**src/rtl/uart_cmd_pkg.sv**
```systemverilog
// Shared frame constants, FSM state encoding and helpers for the UART servo command parser.
package uart_cmd_pkg;

  localparam logic [7:0] HDR0_BYTE = 8'h55;
  localparam logic [7:0] HDR1_BYTE = 8'hAA;
  localparam logic [7:0] ACK_BYTE  = 8'h06;
  localparam logic [7:0] NAK_BYTE  = 8'h15;

  typedef enum logic [2:0] {
    ST_H0  = 3'd0,
    ST_H1  = 3'd1,
    ST_ID  = 3'd2,
    ST_HI  = 3'd3,
    ST_LO  = 3'd4,
    ST_CS  = 3'd5,
    ST_OUT = 3'd6,
    ST_ACK = 3'd7
  } state_t;

  function automatic logic [7:0] sat_inc8(input logic [7:0] v);
    return (v == 8'hFF) ? v : v + 8'd1;
  endfunction

endpackage

```
**src/rtl/uart_cmd_parser_byte_timeout.sv**
```systemverilog
// Inter-byte idle counter: counts cycles while armed, clears on every accepted byte.
// o_expire is combinational and suppressed when a byte arrives in the same cycle.
module byte_timeout #(
  parameter logic [31:0] LIMIT = 32'd50000
) (
  input  logic fpga_clk_50,
  input  logic rst_n,
  input  logic i_run,
  input  logic i_clear,
  output logic o_expire
);

  logic [31:0] r_cnt;
  logic        w_hit;

  assign w_hit    = (r_cnt == LIMIT - 32'd1);
  assign o_expire = i_run && !i_clear && w_hit;

  always_ff @(posedge fpga_clk_50 or negedge rst_n) begin
    if (!rst_n) begin
      r_cnt <= 32'd0;
    end else if (!i_run || i_clear || w_hit) begin
      r_cnt <= 32'd0;
    end else begin
      r_cnt <= r_cnt + 32'd1;
    end
  end

endmodule

```
**src/rtl/uart_cmd_parser.sv**
```systemverilog
// Decodes 55 AA ID HI LO CS frames into servo commands, then answers ACK/NAK on the tx side.
// Command appears one cycle after the CS byte; rx is stalled while a command or ACK is pending.
module uart_cmd_parser
  import uart_cmd_pkg::*;
#(
  parameter int CLK_FRE    = 50,
  parameter int TIMEOUT_US = 1000,
  parameter int NUM_SERVO  = 6
) (
  input  logic        fpga_clk_50,
  input  logic        rst_n,
  input  logic [7:0]  rx_data,
  input  logic        rx_data_valid,
  output logic        rx_data_ready,
  output logic        cmd_valid,
  input  logic        cmd_ready,
  output logic [2:0]  cmd_id,
  output logic [15:0] cmd_pos,
  output logic [7:0]  tx_data,
  output logic        tx_data_valid,
  input  logic        tx_data_ready,
  output logic [7:0]  err_cnt
);

  localparam logic [31:0] TO_LIMIT = 32'(CLK_FRE * TIMEOUT_US);
  localparam logic [7:0]  NUM_ID   = 8'(NUM_SERVO);

  state_t      r_state;
  state_t      w_state_nxt;
  logic [7:0]  r_id;
  logic [7:0]  r_hi;
  logic [7:0]  r_lo;
  logic [2:0]  r_cmd_id;
  logic [15:0] r_cmd_pos;
  logic        r_cmd_valid;
  logic [7:0]  r_tx_data;
  logic        r_tx_valid;
  logic [7:0]  r_err;

  logic        w_accept;
  logic        w_in_frame;
  logic        w_timeout;
  logic [7:0]  w_sum;
  logic        w_cs_ok;
  logic        w_err_inc;
  logic        w_load_cmd;
  logic        w_ack_load;
  logic [7:0]  w_ack_byte;

  assign rx_data_ready = (r_state != ST_OUT) && (r_state != ST_ACK);
  assign w_accept      = rx_data_valid && rx_data_ready;
  assign w_in_frame    = r_state inside {ST_H1, ST_ID, ST_HI, ST_LO, ST_CS};
  assign w_sum         = r_id + r_hi + r_lo;
  assign w_cs_ok       = (w_sum == rx_data) && (r_id < NUM_ID);

  byte_timeout #(.LIMIT(TO_LIMIT)) u_byte_timeout (
    .fpga_clk_50 (fpga_clk_50),
    .rst_n       (rst_n),
    .i_run       (w_in_frame),
    .i_clear     (w_accept),
    .o_expire    (w_timeout)
  );

  always_comb begin
    w_state_nxt = r_state;
    w_err_inc   = 1'b0;
    w_load_cmd  = 1'b0;
    w_ack_load  = 1'b0;
    w_ack_byte  = ACK_BYTE;
    case (r_state)
      ST_H0:  if (w_accept && rx_data == HDR0_BYTE) w_state_nxt = ST_H1;
      ST_H1: begin
        // Repeated 0x55 is treated as a fresh preamble, anything else resyncs quietly.
        if (w_accept) begin
          if (rx_data == HDR1_BYTE)      w_state_nxt = ST_ID;
          else if (rx_data != HDR0_BYTE) w_state_nxt = ST_H0;
        end
      end
      ST_ID:  if (w_accept) w_state_nxt = ST_HI;
      ST_HI:  if (w_accept) w_state_nxt = ST_LO;
      ST_LO:  if (w_accept) w_state_nxt = ST_CS;
      ST_CS: begin
        if (w_accept) begin
          if (w_cs_ok) begin
            w_state_nxt = ST_OUT;
            w_load_cmd  = 1'b1;
          end else begin
            w_state_nxt = ST_ACK;
            w_ack_load  = 1'b1;
            w_ack_byte  = NAK_BYTE;
            w_err_inc   = 1'b1;
          end
        end
      end
      ST_OUT: begin
        if (cmd_ready) begin
          w_state_nxt = ST_ACK;
          w_ack_load  = 1'b1;
        end
      end
      ST_ACK: if (tx_data_ready) w_state_nxt = ST_H0;
      default: w_state_nxt = ST_H0;
    endcase
    if (w_timeout) begin
      w_state_nxt = ST_H0;
      w_err_inc   = 1'b1;
    end
  end

  always_ff @(posedge fpga_clk_50 or negedge rst_n) begin
    if (!rst_n) begin
      r_state     <= ST_H0;
      r_id        <= 8'd0;
      r_hi        <= 8'd0;
      r_lo        <= 8'd0;
      r_cmd_id    <= 3'd0;
      r_cmd_pos   <= 16'd0;
      r_cmd_valid <= 1'b0;
      r_tx_data   <= 8'd0;
      r_tx_valid  <= 1'b0;
      r_err       <= 8'd0;
    end else begin
      r_state <= w_state_nxt;
      if (w_accept) begin
        case (r_state)
          ST_ID:   r_id <= rx_data;
          ST_HI:   r_hi <= rx_data;
          ST_LO:   r_lo <= rx_data;
          default: ;
        endcase
      end
      if (w_load_cmd) begin
        r_cmd_id  <= r_id[2:0];
        r_cmd_pos <= {r_hi, r_lo};
      end
      r_cmd_valid <= (w_state_nxt == ST_OUT);
      if (w_ack_load) r_tx_data <= w_ack_byte;
      r_tx_valid  <= (w_state_nxt == ST_ACK);
      if (w_err_inc) r_err <= sat_inc8(r_err);
    end
  end

  assign cmd_valid     = r_cmd_valid;
  assign cmd_id        = r_cmd_id;
  assign cmd_pos       = r_cmd_pos;
  assign tx_data       = r_tx_data;
  assign tx_data_valid = r_tx_valid;
  assign err_cnt       = r_err;

endmodule
```
**config.mk**
```make
export PLATFORM = sky130hd
export DESIGN_NAME = uart_cmd_parser
export DESIGN_NICKNAME = d
export VERILOG_FILES = /design/src/rtl/uart_cmd_pkg.sv /design/src/rtl/uart_cmd_parser_byte_timeout.sv /design/src/rtl/uart_cmd_parser.sv
export SDC_FILE = /design/constraint.sdc
export NUM_CORES = 1
export LEC_CHECK = 0
export CORE_UTILIZATION = 59
export CTS_BUF_LIST = sky130_fd_sc_hd__clkbuf_4
export DETAILED_ROUTE_END_ITERATION = 12
export GPL_TIMING_DRIVEN = 0
export PLACE_DENSITY = 0.92
export SLEW_MARGIN = 15
export SYNTH_ARGS = -nofsm -noshare
export SYNTH_HDL_FRONTEND = slang
export SYNTH_HIERARCHICAL = 1
export SYNTH_SLANG_ARGS = --single-unit
```
**constraint.sdc**
```tcl
create_clock -name fpga_clk_50 -period 7.5 [get_ports fpga_clk_50]
set_clock_uncertainty 0.05 [all_clocks]
set_input_delay 0.75 -clock fpga_clk_50 [delete_from_list [all_inputs] [get_ports fpga_clk_50]]
set_output_delay 0.75 -clock fpga_clk_50 [all_outputs]
set_load 0.02 [all_outputs]
```
==> impl_metrics.json, run 1 <==
{
  "hold_class": "in -> async",
  "h-tree-depth": 3,
  "synth_cells": 419,
  "setup_viol": 0,
  "critPathMaxStageDelay_ps": 610,
  "setup_ws_ps": 3530,
  "setup_tns_ps": 0,
  "drc": 0,
  "core_sq_mm": 0.007767,
  "whs_ps": 169.6,
  "ys.warnings.count": 6,
  "hold_viol": 0,
  "grt_pass1_vias": 3612,
  "total_power_uw": 780.6,
  "die_h_um": 91.67,
  "grt_pass1_wl_um": 16650,
  "antenna_found_initial": 0,
  "stdcell_area_sq_mm": 0.005492,
  "avgViaCountPerCell": 6.080,
  "row_count": 32,
  "firstDrtPassIters": 5,
  "period_minus_slack_ps": 3970,
  "cts_hold_buf": 0,
  "cts_resized": 0,
  "place_area_sq_mm": 0.005373,
  "cp.arrival_ps": 4260,
  "port_buffers": 46,
  "rsz0062_at_grt": "false",
  "worstMarginPinSlew_ps": 797.9,
  "worstSetupEndpointType": "register",
  "grt_max_degree": 60,
  "postRouteWirelength_um": 9765,
  "cts_tree": "done",
  "post_cts_buffers": 0,
  "synth_area_sq_mm": 0.004743,
  "worst_ep_required_time_ps": 7790,
  "yosysSeqAreaShare_pct": 48.01,
  "cts_root_buffer": "clkbuf_4",
  "dieWidth_um": 91.67,
  "drive_gt1_share_pct": 16.91,
  "ir_drop_mv": 0.1205,
  "timing.critical_path.cells": "fa_1 -> ha_1 -> fa_1 -> a21o_1 -> a21oi_1 -> o21ai_0 -> xnor2_1 -> nand4_4 -> nor3_4 -> buf_8 -> mux2_2",
  "p_leak_uw": 0.002354,
  "start_util_pct": 61.07,
  "post-route-period-util_pct": 52.93,
  "status": "complete, no violations",
  "dp_slack_ps": 3559,
  "dr_total_vias": 3569,
  "gp_congestion": 0.9133,
  "grt_usage_pct": 25.24,
  "grt.overflow.total": 0,
  "cp_common_cell": "fa_1",
  "max_freq_mhz": 251.9,
  "die_area_sq_mm": 0.008402,
  "path_class": "reg -> reg",
  "slew_headroom_pct": 46.52,
  "pin_count": 51,
  "ys_types": 52,
  "cts.clk_slew.worst_paths_ps": 150,
  "p_per_area_mw_per_mm2": 142.1,
  "n_antenna_cell": 0,
  "wl_per_cell_um": 16.64,
  "cp_slowest_cell": "nor3_4",
  "clock_path_buffers": 2,
  "maxSlewViolCount": 0,
  "area_delta_synth_final_pct": 15.77,
  "cts_buffers": 9,
  "crit_fanout": 10,
  "ant_nets": 0,
  "drt_iter0_drc": 269,
  "cts.sinks": 91,
  "nets": 509,
  "max-cap-violations": 0,
  "avgSynthCellArea_sq_um": 11.32,
  "clock_latency_ps": 450,
  "yosys_register_bits": 91,
  "place_hpwl_um": 7084,
  "cp-start-kind": "register"
}
==> per-stage QoR <==
step	util (%)	cells
after floorplan	-	422
after global placement	68.78	570
after detailed placement	69.17	571
after CTS	70.70	587
after global routing	70.70	587
final	70.70	587
==> metal layers <==
layer  GRT usage (%)  part of all wire [%]
met1           30.73                    42
met2           44.11                    51
met3           5.721                   5.2
met4           8.730                   1.6
met5               0                     0
==> power by group <==
| group | internal (uW) | switching [uW] |
|---|---|---|
| sequential | 492 | 1.36 |
| combinational | 16.9 | 24.7 |
| clock | 70.0 | 175 |
| total | 579 | 201 |
==> logic make-up after synthesis <==
group / Yosys count / synth area share, %
simple gates: 145 / 18.31
flops: 91 / 48.01
compound gates: 61 / 7.835
mux: 44 / 10.45
xor+xnor: 37 / 6.832
buf+inv: 24 / 3.007
fa+ha+maj: 16 / 5.487
other cells: 1 / 0.07906
==> placed cells by master, fill, tap and decap left out, drive strengths merged, types with 2 or more instances in the layout <==
cell / n
xor2: 8
o31ai: 6
mux2: 44
clkdlybuf4s50: 45
buf: 11
a21oi: 23
o41ai: 3
nor4b: 2
or4b: 2
clkinv: 4
o211ai: 4
nor3b: 2
and3: 7
xnor2: 29
inv: 7
dfrtp: 91
fa: 8
o21ai: 14
conb: 4
o21a: 2
nor4: 9
nand3: 14
nor3: 7
or4: 10
nand4: 16
clkbuf: 19
and4bb: 2
or3: 9
nor2: 27
nor2b: 5
and4: 5
nand2: 23
ha: 8
nor4bb: 2
==> synthesized netlist by cell type, drive strengths merged <==
library cell  number  area (sq um)
conb               1         3.750
a21o               1         7.510
or4               10         82.58
nor4               9         56.30
a221oi             1         8.760
or3b               1         8.760
mux2              44         495.5
nand3             14         75.07
o21a               2         15.01
and4bb             2         25.02
or4b               2         20.02
dfrtp             91          2277
nor4b              2         17.52
and2               1         6.260
inv                5         18.77
o22ai              1         6.260
and4               5         43.79
a22o               1         8.760
nor2b              5         31.28
nor3               7         46.30
o31ai              6         45.04
nand4             16         121.4
nor3b              2         15.01
and3               7         43.79
and3b              1         8.760
nor4bb             2         20.02
o21bai             1         7.510
fa                 8         160.2
or3                9         58.80
a31oi              1         6.260
clkbuf            10         37.54
o311ai             1         8.760
o22a               1         8.760
o211ai             4         30.03
o41ai              3         26.28
xnor2             29         254.0
buf                9         86.33
a21oi             23         115.1
nor2              27         101.4
a211oi             1         7.510
xor2               8         70.07
nand2             23         86.33
o21ai             14         70.07
ha                 8         100.1
==> sequential cells by signal (all words and copies together), names as in the netlist <==
signal,count
cmd_valid,1
r_state,3
r_id,8
r_lo,8
cmd_pos,16
cmd_id,3
r_hi,8
err_cnt,8
tx_data,3
tx_data_valid,1
u_byte_timeout/r_cnt,32
==> critical path: cells and delay by family (launching register included) <==
kind            cells  cell delay [ps]
xor+xnor            1              250
fa+ha+maj           3             1160
flops               1              470
compound gates      3              540
buf+inv             1              230
mux                 1              340
simple gates        2              830
==> worst paths after layout <==
check / start / to / slack [ps] / cells past startpoint
worst max register to register: r_id[1] / cmd_id[2] / 3530 / 11
worst max-delay path: r_id[1] / cmd_id[2] / 3530 / 11
worst min register to register: tx_data[2] / tx_data[2] / 460 / 2
min in group fpga_clk_50: tx_data[2] / tx_data[2] / 460 / 2
worst min-delay path: rst_n / err_cnt[2] / 170 / 1
max in group asynchronous: rst_n / cmd_id[2] / 6600 / 2
==> layout make-up <==
class,count,area (sq um)
Multi-Input combinational cell,307,2340
Sequential cell,91,2277
Tap cell,102,127.6
Inverter,5,18.77
Fill cell,540,2276
Clock inverter,7,51.30
Clock buffer,9,67.56
Timing Repair Buffer,47,485.5
Buffer,19,123.9
(Power assumes the default switching activity.)
==> run 2: changes to the inputs <==
==> constraint.sdc (replaced) <==
create_clock -name fpga_clk_50 -period 4.05 [get_ports fpga_clk_50]
set_clock_uncertainty 0.05 [all_clocks]
set_input_delay 0.405 -clock fpga_clk_50 [delete_from_list [all_inputs] [get_ports fpga_clk_50]]
set_output_delay 0.405 -clock fpga_clk_50 [all_outputs]
set_load 0.02 [all_outputs]
==> run 2 against run 1 <==
Compared with the run above:
- utilization grew 0.52 points
- combinational power rose by 87%
- die area did not move
- maximum frequency is 6.5% higher
- wire length up 0.24%
- critical endpoint is now cmd_pos[5]
==> impl_metrics.json, run 2 (synthesis gave the netlist of run 1 again) <==
{
  "status": "complete, no violations",
  "reg2reg_from": "r_id[1]",
  "dr_total_vias": 3588,
  "regMostFlops": "u_byte_timeout/r_cnt",
  "cp.arrival_ps": 4030,
  "cp_slowest_cell": "fa_1",
  "cts_root_buffer": "clkbuf_4",
  "pin_count": 51,
  "post-route-period-util_pct": 92.04,
  "crit_fanout": 10,
  "die_area_sq_mm": 0.008402,
  "regArea_sq_mm": 0.002277,
  "cp_top_family": "adder cells",
  "postRouteWirelength_um": 9788,
  "area_delta_synth_final_pct": 16.62,
  "setup_ws_ps": 322.4,
  "max_freq_mhz": 268.3,
  "gp_congestion": 0.9133,
  "ant_nets": 0,
  "n_antenna_cell": 0,
  "grt_max_degree": 60,
  "critPathMaxStageDelay_ps": 520,
  "r2r_setup_slack_ps": 320,
  "setup_tns_ps": 0,
  "clock_path_buffers": 2,
  "cts.sinks": 91,
  "path_class": "reg -> reg",
  "cp_common_cell": "fa_1",
  "hold_class": "in -> async",
  "place_area_sq_mm": 0.005373,
  "row_count": 32,
  "ir_drop_mv": 0.2218,
  "maxSlewViolCount": 0,
  "reg2reg_to": "cmd_pos[5]",
  "cts_tree": "done",
  "hold_viol": 0,
  "antenna_found_initial": 0,
  "worst_ep_required_time_ps": 4350,
  "wl_per_cell_um": 16.53,
  "firstDrtPassIters": 5,
  "p_leak_uw": 0.002380,
  "core_sq_mm": 0.007767,
  "rsz0062_at_grt": "false",
  "port_buffers": 46,
  "mostFrequentLayoutCell": "dfrtp_1",
  "dp_slack_ps": 109.4,
  "timing.critical_path.cells": "fa_1 -> ha_1 -> fa_1 -> a21o_1 -> a21oi_1 -> o21ai_0 -> xnor2_1 -> nand4_4 -> nor3_4 -> buf_4 -> mux2_2",
  "layout_common_cells": "dfrtp_1, clkdlybuf4s50_1, mux2_2",
  "p_per_area_mw_per_mm2": 261.4,
  "start_util_pct": 61.07,
  "drive_gt1_share_pct": 17.55,
  "nFillCells": 532,
  "max-cap-violations": 0,
  "drt_iter0_drc": 273,
  "cts.clk_slew.worst_paths_ps": 150,
  "nets": 514,
  "worstMarginPinSlew_ps": 826.4,
  "cp-start-kind": "register",
  "grt_pass1_vias": 3624,
  "place_hpwl_um": 7084,
  "dieWidth_um": 91.67,
  "reg2reg_depth": 11,
  "slew_headroom_pct": 44.61,
  "cts_buffers": 9,
  "avgViaCountPerCell": 6.061,
  "grt.overflow.total": 0,
  "stdcell_area_sq_mm": 0.005532,
  "multi_input_area_sq_mm": 0.002340,
  "whs_ps": 371.4,
  "setup_viol": 0,
  "worstSetupEndpointType": "register",
  "cp_num_buf_inv": 1,
  "clock_latency_ps": 450,
  "cts_resized": 0,
  "grt_usage_pct": 25.28,
  "drc": 0,
  "period_minus_slack_ps": 3728,
  "grt_pass1_wl_um": 16680,
  "die_h_um": 91.67,
  "h-tree-depth": 3,
  "largest_reg_flops": 32
}
==> run 2: stage by stage <==
| stage | utilization [%] | total power (uW) | std cells |
|---|---|---|---|
| 3_3_place_gp | 68.78 | 1004 | 570 |
| 5_1_grt | 71.21 | 1506 | 592 |
| 3_5_place_dp | 69.17 | 1010 | 571 |
| 6_report | 71.21 | 1446 | 592 |
| 4_1_cts | 70.83 | 1464 | 588 |
| 2_1_floorplan | - | 961.3 | 422 |
==> run 2: worst max path at each step <==
stage | from | to | slack (ps) | cells past startpoint
finish | r_id[1] | cmd_pos[5] | 320 | 11
detailed placement | r_id[1] | cmd_pos[10] | 110 | 11
global route | r_id[1] | cmd_pos[7] | 60 | 11
CTS | r_id[1] | cmd_id[2] | 90 | 11
global placement | rst_n | r_lo[0] | -640 | 1
floorplan | r_id[1] | cmd_id[0] | 630 | 11
==> run 2: area by class of cell <==
type / instances / area share (%)
Multi-Input combinational cell: 307 / 42.30
Sequential cell: 91 / 41.17
Timing Repair Buffer: 52 / 9.500
Tap cell: 102 / 2.307
Buffer: 19 / 2.239
Clock buffer: 9 / 1.221
Clock inverter: 7 / 0.9274
Inverter: 5 / 0.3393
==> run 2: repair_timing <==
action                                 in CTS  in global routing
setup endpoints to repair                   0                 13
hold buffers                                1                  0
endpoints found under the hold margin      32                  0
setup buffers                               0                  4
==> run 2: routing by layer <==
| metal | GRT usage (%) | vias up | share of wire, % |
|---|---|---|---|
| met1 | 30.73 | 1784 | 42 |
| met4 | 8.730 | 0 | 1.7 |
| li1 | - | 1662 | - |
| met2 | 44.24 | 125 | 52 |
| met5 | 0 | - | 0 |
| met3 | 5.721 | 17 | 4.6 |
==> run 2: power by group <==
group / internal (uW) / switching (uW) / leakage, uW
registers: 912 / 2.54 / 0.00126
clock network: 130 / 324 / 0.0000643
logic: 32.0 / 45.9 / 0.00105
==> run 2: worst reg2reg max path, cell delays in order, from the launching register on <==
cell and delay [ps]:
dfrtp_1 470, fa_1 520, ha_1 240, fa_1 400, a21o_1 170, a21oi_1 220, o21ai_0 150, xnor2_1 250
nand4_4 220, nor3_4 390, buf_4 220, mux2_2 340
==> run 3: changes to the inputs <==
--- a/config.mk
+++ b/config.mk
@@ -9,7 +9,7 @@
 export CTS_BUF_LIST = sky130_fd_sc_hd__clkbuf_4
 export DETAILED_ROUTE_END_ITERATION = 12
 export GPL_TIMING_DRIVEN = 0
-export PLACE_DENSITY = 0.92
+export PLACE_DENSITY = 0.89
 export SLEW_MARGIN = 15
 export SYNTH_ARGS = -nofsm -noshare
 export SYNTH_HDL_FRONTEND = slang
==> run 3 against run 2 <==
Compared with the run above:
- die area is the same
- critical endpoint is now cmd_pos[7]
- setup slack got worse by 60 ps
- cell area increased by 0.36%
- worst hold slack gained 48 ps
- non-clock buffer count decreased by 2
==> impl_metrics.json, run 3 (synthesis gave the netlist of run 1 again) <==
{
  "p_leak_uw": 0.002381,
  "use_met2_pct": 41.67,
  "clock_latency_ps": 430,
  "hold_viol": 0,
  "start_util_pct": 61.07,
  "area_delta_synth_final_pct": 17.04,
  "reg2reg_to": "cmd_pos[7]",
  "die_area_sq_mm": 0.008402,
  "cp_slowest_cell": "fa_1",
  "pwr-share-seq_pct": 59.5,
  "p_per_area_mw_per_mm2": 276.4,
  "cts_tree": "done",
  "grt_pass1_wl_um": 16480,
  "cp-start-kind": "register",
  "dr_total_vias": 3511,
  "cp_top_family": "adder cells",
  "grt_util_met1_pct": 31.90,
  "reg2reg_depth": 11,
  "gp_congestion": 0.9040,
  "largest_reg_flops": 32,
  "slew_headroom_pct": 46.06,
  "die_h_um": 91.67,
  "r2r_setup_slack_ps": 260,
  "cts_root_buffer": "clkbuf_4",
  "swShare_pct": 22.09,
  "pwr-share-clk_pct": 35.4,
  "row_count": 32,
  "ir_drop_mv": 0.1899,
  "core_sq_mm": 0.007767,
  "grt_pass1_vias": 3465,
  "total_power_uw": 1535,
  "path_class": "reg -> reg",
  "dieWidth_um": 91.67,
  "combPwrFrac_pct": 5.0,
  "place_area_sq_mm": 0.005373,
  "postRouteWirelength_um": 9622,
  "grt_usage_pct": 24.93,
  "drc": 0,
  "status": "complete, no violations",
  "layout_common_cells": "dfrtp_1, clkdlybuf4s50_1, mux2_2",
  "hold_class": "in -> async",
  "regMostFlops": "u_byte_timeout/r_cnt",
  "setup_viol": 0,
  "antenna_found_initial": 0,
  "cts_resized": 0,
  "final_util_pct": 71.47,
  "max-cap-violations": 0,
  "reg2reg_from": "r_id[1]",
  "dp_slack_ps": 20.45,
  "maxSlewViolCount": 0,
  "stdcell_area_sq_mm": 0.005552,
  "setup_ws_ps": 262.2,
  "cts_buffers": 9,
  "drive_gt1_share_pct": 17.04,
  "period_minus_slack_ps": 3788,
  "top_usage_layer": "met2",
  "clock_path_buffers": 2,
  "cp.arrival_ps": 4060,
  "port_buffers": 46,
  "mostFrequentLayoutCell": "dfrtp_1",
  "cp_common_cell": "fa_1",
  "critPathMaxStageDelay_ps": 500,
  "wl_per_cell_um": 16.34,
  "critical_path.startpoint": "r_id[1]",
  "crit_fanout": 10,
  "n_antenna_cell": 0,
  "max_freq_mhz": 264.0,
  "grt_max_degree": 55,
  "firstDrtPassIters": 5,
  "place_hpwl_um": 6880,
  "rsz0062_at_grt": "false",
  "switchingPower_uw": 339.1,
  "drt_iter0_drc": 263,
  "avgViaCountPerCell": 5.961,
  "use_met3_pct": 6.965,
  "place_inst": 571,
  "timing.critical_path.cells": "fa_1 -> ha_1 -> fa_1 -> a21o_1 -> a21oi_1 -> o21ai_0 -> xnor2_1 -> nand4_4 -> nor3_4 -> buf_4 -> mux2_2",
  "worstMarginPinSlew_ps": 804.7,
  "post-route-period-util_pct": 93.53,
  "cp-endpoint": "cmd_pos[7]",
  "h-tree-depth": 3,
  "worstSetupEndpointType": "register",
  "p_int_uw": 1196,
  "grt.overflow.total": 0,
  "cts.clk_slew.worst_paths_ps": 140,
  "cp_num_buf_inv": 1,
  "worst_ep_required_time_ps": 4320,
  "nets": 512,
  "ant_nets": 0,
  "pin_count": 51,
  "path_depth": 11,
  "stdcell_count": 589,
  "cts.sinks": 91
}
run 3: cell count changes in the layout (fill, tap and decap cells not counted), sizes merged:
cell / previous run / this run
clkinv: 4 / 1
buf: 15 / 13
bufinv: 0 / 2
inv: 7 / 5
clkbuf: 19 / 20
clkinvlp: 1 / 2
run 3: area by class of cell:
type                    count  area (sq um)
clock buffers              10         75.07
well taps                 102         127.6
inverters                   5         18.77
flip-flops and latches     91          2277
clock inverters             5         78.83
fillers                   525          2216
multi-input cells         307          2340
plain buffers              19         123.9
repair buffers             50         510.5
run 3: how the worst min path moves through the flow:
stage / from / endpoint / slack, ps / cells past startpoint
floorplan: rst_n / cmd_id[0] / 60 / 0
global placement: tx_data[2] / tx_data[2] / 410 / 2
detailed placement: rst_n / err_cnt[2] / 350 / 1
CTS: rst_n / err_cnt[2] / 410 / 2
global route: rst_n / r_id[3] / 440 / 2
finish: rst_n / err_cnt[2] / 420 / 2
run 3: timing repair:
item / 4_1_cts / 5_1_grt
endpoints found under the setup margin: 10 / 0
setup buffers: 2 / 0
hold buffers: 1 / 0
hold endpoints to repair: 37 / 0
run 3: per-layer routing:
metal	vias to the layer above	share of wire [%]
met1	1751	43
met2	98	51
met3	13	5.0
met5	-	0
met4	0	1.3
li1	1649	-
run 3: power groups by stage:
stage	clock network, uW	registers, uW	logic [uW]
final	544	914	77.0
after global placement	0	931	72.3
after detailed placement	0	931	77.2
after floorplan	0	933	28.4
after global routing	594	915	86.4
after CTS	558	914	78.3
run 3: per-stage QoR:
step | TNS, ps | hold slack (ps)
after CTS | 0 | 411.1
after global routing | 0 | 444.0
after floorplan | 0 | 59.41
after global placement | -59580 | 411.2
final | 0 | 419.0
after detailed placement | 0 | 352.2
